<file path="config.mk">
export PLATFORM = sky130hd
export DESIGN_NAME = irq_pending_ctrl_flat
export DESIGN_NICKNAME = d
export VERILOG_FILES = /design/src/rtl/irq_pending_ctrl_if.sv /design/src/rtl/irq_pending_ctrl.sv /design/src/flat_wrapper.sv
export SDC_FILE = /design/constraint.sdc
export NUM_CORES = 1
export LEC_CHECK = 0
export ABC_AREA = 1
export BUFFER_PORTS_ARGS = -buffer_cell sky130_fd_sc_hd__buf_2
export CORE_ASPECT_RATIO = 0.9
export CORE_MARGIN = 2
export CORE_UTILIZATION = 39
export DETAILED_ROUTE_END_ITERATION = 8
export PLACE_DENSITY_LB_ADDON = 0.25
export SLEW_MARGIN = 20
export SYNTH_ARGS = -nofsm -noshare
export SYNTH_HDL_FRONTEND = slang
export SYNTH_SLANG_ARGS = --single-unit
</file>
<file path="constraint.sdc">
create_clock -name clk -period 1.1 [get_ports clk]
set_input_delay 0.055 -clock clk [delete_from_list [all_inputs] [get_ports clk]]
set_output_delay 0.055 -clock clk [all_outputs]
set_load 0.05 [all_outputs]
</file>
<file path="src/rtl/irq_pending_ctrl_if.sv">
// Bundle of request, mask, dispatch handshake and pending status signals for irq_pending_ctrl.
// The overflow status signal exists only when IRQ_OVERFLOW_EN is defined.
interface irq_pending_ctrl_if;
  logic [3:0] irq_in;
  logic [3:0] mask;
  logic       irq_valid;
  logic [1:0] irq_id;
  logic       irq_ack;
  logic [3:0] pending;
`ifdef IRQ_OVERFLOW_EN
  logic [3:0] overflow;
`endif

`ifdef IRQ_OVERFLOW_EN
  modport master (output irq_in, mask, irq_ack,
                  input  irq_valid, irq_id, pending, overflow);
  modport slave  (input  irq_in, mask, irq_ack,
                  output irq_valid, irq_id, pending, overflow);
`else
  modport master (output irq_in, mask, irq_ack,
                  input  irq_valid, irq_id, pending);
  modport slave  (input  irq_in, mask, irq_ack,
                  output irq_valid, irq_id, pending);
`endif
endinterface

</file>
<file path="src/rtl/irq_pending_ctrl.sv">
// Interrupt capture and dispatch: synchronise, detect rising edges, hold sticky pending bits, and
// present the highest unmasked line with valid/ack. Optional IRQ_OVERFLOW_EN adds merged-event flags.
module irq_pending_ctrl #(
  parameter int SYNC_STAGES = 2
) (
  input  logic           clk,
  input  logic           rst_n,
  irq_pending_ctrl_if.slave bus
);

  typedef enum logic {IDLE, PRESENT} state_t;

  state_t     state_reg;
  logic [3:0] sync_out;
  logic [3:0] prev_reg;
  logic [3:0] rise;
  logic [3:0] pending_reg;
  logic [3:0] elig;
  logic [3:0] clr;
  logic       irq_valid_reg;
  logic [1:0] irq_id_reg;
  logic [1:0] sel_id;

  genvar gi;
  generate
    for (gi = 0; gi < 4; gi++) begin : g_sync
      logic [SYNC_STAGES-1:0] chain_reg;
      always_ff @(posedge clk or negedge rst_n) begin
        if (!rst_n) chain_reg <= '0;
        else        chain_reg <= {chain_reg[SYNC_STAGES-2:0], bus.irq_in[gi]};
      end
      assign sync_out[gi] = chain_reg[SYNC_STAGES-1];
    end
  endgenerate

  always_ff @(posedge clk or negedge rst_n) begin
    if (!rst_n) prev_reg <= '0;
    else        prev_reg <= sync_out;
  end

  assign rise = sync_out & ~prev_reg;
  assign elig = pending_reg & ~bus.mask;
  assign clr  = (state_reg == PRESENT && bus.irq_ack) ? (4'b0001 << irq_id_reg) : 4'b0000;

  always_comb begin
    sel_id = 2'd0;
    if      (elig[3]) sel_id = 2'd3;
    else if (elig[2]) sel_id = 2'd2;
    else if (elig[1]) sel_id = 2'd1;
  end

  // A fresh edge in the ack cycle wins over the clear, so the line is re-dispatched.
  always_ff @(posedge clk or negedge rst_n) begin
    if (!rst_n) pending_reg <= '0;
    else        pending_reg <= (pending_reg & ~clr) | rise;
  end

  always_ff @(posedge clk or negedge rst_n) begin
    if (!rst_n) begin
      state_reg     <= IDLE;
      irq_valid_reg <= 1'b0;
      irq_id_reg    <= 2'd0;
    end else begin
      case (state_reg)
        IDLE: begin
          if (elig != 4'b0000) begin
            state_reg     <= PRESENT;
            irq_valid_reg <= 1'b1;
            irq_id_reg    <= sel_id;
          end
        end
        PRESENT: begin
          // ID stays frozen until the consumer takes it.
          if (bus.irq_ack) begin
            state_reg     <= IDLE;
            irq_valid_reg <= 1'b0;
          end
        end
        default: begin
          state_reg     <= IDLE;
          irq_valid_reg <= 1'b0;
        end
      endcase
    end
  end

`ifdef IRQ_OVERFLOW_EN
  logic [3:0] overflow_reg;
  logic [3:0] ovf_set;

  assign ovf_set = rise & pending_reg & ~clr;

  always_ff @(posedge clk or negedge rst_n) begin
    if (!rst_n) overflow_reg <= '0;
    else        overflow_reg <= (overflow_reg & ~clr) | ovf_set;
  end

  assign bus.overflow = overflow_reg;
`endif

  assign bus.pending   = pending_reg;
  assign bus.irq_valid = irq_valid_reg;
  assign bus.irq_id    = irq_id_reg;

endmodule
</file>
<file path="src/flat_wrapper.sv">
// flat-port wrapper written by rule: the top's interface ports become plain ports
module irq_pending_ctrl_flat 
#(
  parameter int SYNC_STAGES = 2
)
  (clk, rst_n, bus_irq_in, bus_mask, bus_irq_ack, bus_irq_valid, bus_irq_id, bus_pending);
  irq_pending_ctrl_if bus_i ();
  input  logic clk;
  input  logic rst_n;
  input wire logic [$bits(bus_i.irq_in)-1:0] bus_irq_in;
  input wire logic [$bits(bus_i.mask)-1:0] bus_mask;
  input wire logic [$bits(bus_i.irq_ack)-1:0] bus_irq_ack;
  output wire logic [$bits(bus_i.irq_valid)-1:0] bus_irq_valid;
  output wire logic [$bits(bus_i.irq_id)-1:0] bus_irq_id;
  output wire logic [$bits(bus_i.pending)-1:0] bus_pending;
  assign bus_i.irq_in = bus_irq_in;
  assign bus_i.mask = bus_mask;
  assign bus_i.irq_ack = bus_irq_ack;
  assign bus_irq_valid = bus_i.irq_valid;
  assign bus_irq_id = bus_i.irq_id;
  assign bus_pending = bus_i.pending;
  irq_pending_ctrl #(.SYNC_STAGES(SYNC_STAGES)) u_core (.clk(clk), .rst_n(rst_n), .bus(bus_i));
endmodule
</file>
==> impl_metrics.csv <==
group,metric,value,unit
synthesis,syn_avg_cell_area,11.1,um^2
timing,rsz0062_at_grt,"no",
synthesis,synth_top_cell_by_area,"dfrtp_1",
die,pin_count,18,
worst_setup_path,crit_path_cell_trace,"clkbuf_4",
cts,clk_pin_slew,100,ps
worst_setup_path,path_buf_inv,1,
die,core_area,0.00168,mm^2
timing,timing.final.crit_period,1040,ps
synthesis,netlist_instances,63,
worst_setup_path,critPathRequiredTime,1040,ps
grt,antenna_found_initial,0,
timing,finalMaxSlewViolations,0,
route,drtPass1Iterations,3,
pwr,leakage,0.000472,uW
synthesis,yosysUniqueCellTypes,9,
status,status,"completed",
die,initial_core_util,41.6,%
die,die_w,48.6,um
cts,cts_setup_buffers,0,
timing,fin_hold_ws,124,ps
finish,final_core_util,54.0,%
timing,fin_crit_sh,94.4,%
pwr,power_frac_seq,43.1,%
pwr,internal_power,1330,uW
cts,clock-sinks,20,
synthesis,seq_area_frac_synth,71.6,%
grt,track_usage,11.2,%
worst_setup_path,cp_max_fo,5,
finish,area_growth,29.9,%
route,vias,486,
worst_setup_path,crit_path_end_kind,"output pin",
cts,root_buffer,"clkbuf_4",
timing,worst_pin_slew,425,ps
grt,grt_pass1_vias,441,
finish,largest_register_ffs,8,
pwr,switchingPower,1080,uW
worst_setup_path,critPathKind,"reg -> out",
timing,setup_viol,0,
synthesis,synth-seq-cells,20,
timing,hold_viol,0,
route,post_drt_wl_per_cell,8.95,um
timing,fmax,0.963,GHz
pwr,ir_drop,0.00118,V
cts,numCtsBuffers,3,
place,io_buffers,17,
grt,grt_max_degree,21,
flow_run,drv_cap,0,
die,dieArea,0.00215,mm^2
timing,relSlewSlack,71.7,%
place,dp.cells,104,
pwr,p_sw_share,44.8,%
cts,clk_latency,280,ps
worst_setup_path,slowest_delay,440,ps
hold_path,hold_path.class,"in -> reg",
synthesis,yosys-top-cells-area,"dfrtp_1 72%, inv_1 7.5%, nand2_1 5.4%",
worst_setup_path,worst_path_max_delay_cell,"dfrtp_1",
worst_setup_path,setup.worst_path.start_class,"flip-flop",
route,drc,0,
route,wl,1.02,mm
grt,overflow,0,
finish,diodes,0,
finish,stdcell_count,114,
synthesis,yosysWarnings,0,
pwr,total_power,2420,uW
synthesis,yosysTopAreaCellShare,71.6,%
cts,htree_levels,1,
synthesis,syn_area,699,um^2
worst_setup_path,crit_arrival,980,ps
route,drt_iter0_drc,1,
place,gp_congestion,0.795,
die,die_h,44.2,um
pwr,powerDensity,2660,mW/mm^2
cts,clk_path_buf_depth,2,
cts,tritoncts,"done",
place,dp_hpwl,743,um
finish,nets,102,
finish,fill_cells,168,
route,viasPerCell,4.26,
timing,final.setup_skew,2.20,ps
die,placementRows,14,
timing,setup_tns,0,ps
pwr,power_frac_clock,14.0,%
synthesis,syn_nets,74,
pwr,p_comb_share,42.9,%
finish,drive_gt1_share,34.4,%
grt,grt_pass1_wl,1.80,mm
route,postRouteAntennaNets,0,
worst_setup_path,cp_top_family,"flip-flops",
-- power groups by stage --
stage                     clock (uW)  sequential (uW)  combinational, uW
after global placement             0             1050               1020
after floorplan                    0             1480                346
after detailed placement           0             1060               1020
after CTS                        353             1050               1040
final                            339             1040               1040
after global routing             378             1080               1130
-- cell usage in the layout, fill, tap and decap left out --
cell type / Yosys / layout
buf_2: 0 / 16
clkbuf_1: 0 / 1
nand3_1: 3 / 3
o211ai_1: 1 / 1
o21ai_2: 1 / 1
nand2_1: 10 / 10
dfrtp_2: 0 / 4
dfrtp_1: 20 / 16
inv_1: 14 / 14
o21ai_0: 3 / 3
nand2_2: 6 / 6
dlygate4sd3_1: 0 / 6
o21ai_1: 5 / 5
clkbuf_4: 0 / 4
-- what timing repair did --
| action | 4_1_cts | 5_1_grt |
|---|---|---|
| gates resized for setup | 0 | 1 |
| hold buffers | 6 | 0 |
| setup endpoints to repair | 0 | 1 |
| endpoints found under the hold margin | 25 | 0 |
-- routing by layer --
layer | part of all wire [%] | global-route usage (%) | vias up
li1 | - | - | 245
met1 | 49 | 15.3 | 222
met2 | 45 | 17.0 | 17
met3 | 5.7 | 2.03 | 2
met4 | 0.59 | 6.86 | 0
met5 | 0 | 0 | -
-- Yosys cell counts --
library cell and number:
dfrtp_1 20, inv_1 14, nand2_1 10, nand2_2 6, o21ai_1 5, nand3_1 3
o21ai_0 3, o211ai_1 1, o21ai_2 1
-- cells by family after synthesis --
logic type	synth area share, %
compound gates	8.05
buf+inv	7.51
flops	71.6
simple gates	12.9
-- cell type report --
cell class	count	area, um^2	share of cell area [%]
Clock buffer	4	26.3	2.89
Inverter	14	52.6	5.79
Multi-Input combinational cell	29	146	16.1
Sequential cell	20	505	55.6
Tap cell	24	30.0	3.31
Timing Repair Buffer	23	148	16.3
-- stage by stage --
stage          area, um^2  setup slack, ps
2_1_floorplan         704             7.48
3_3_place_gp          820              185
3_5_place_dp          820              166
4_1_cts               906             17.1
5_1_grt               908             22.8
6_report              908             61.9
-- final timing paths --
check / from / endpoint / cells after the start / slack, ps
max: u_core.bus.irq_id[0] / bus_irq_id[0] / 1 / 60
min: bus_mask[3] / u_core.bus.irq_id[0] / 6 / 120
max reg2reg: u_core.bus.pending[3] / u_core.bus.irq_valid / 6 / 160
min reg2reg: u_core.g_sync[1].chain_reg[0] / u_core.g_sync[1].chain_reg[1] / 0 / 360
max in group asynchronous: rst_n / u_core.bus.pending[0] / 2 / 550
min in group asynchronous: rst_n / u_core.g_sync[2].chain_reg[0] / 2 / 230
Power figures use the tool's default switching activity.
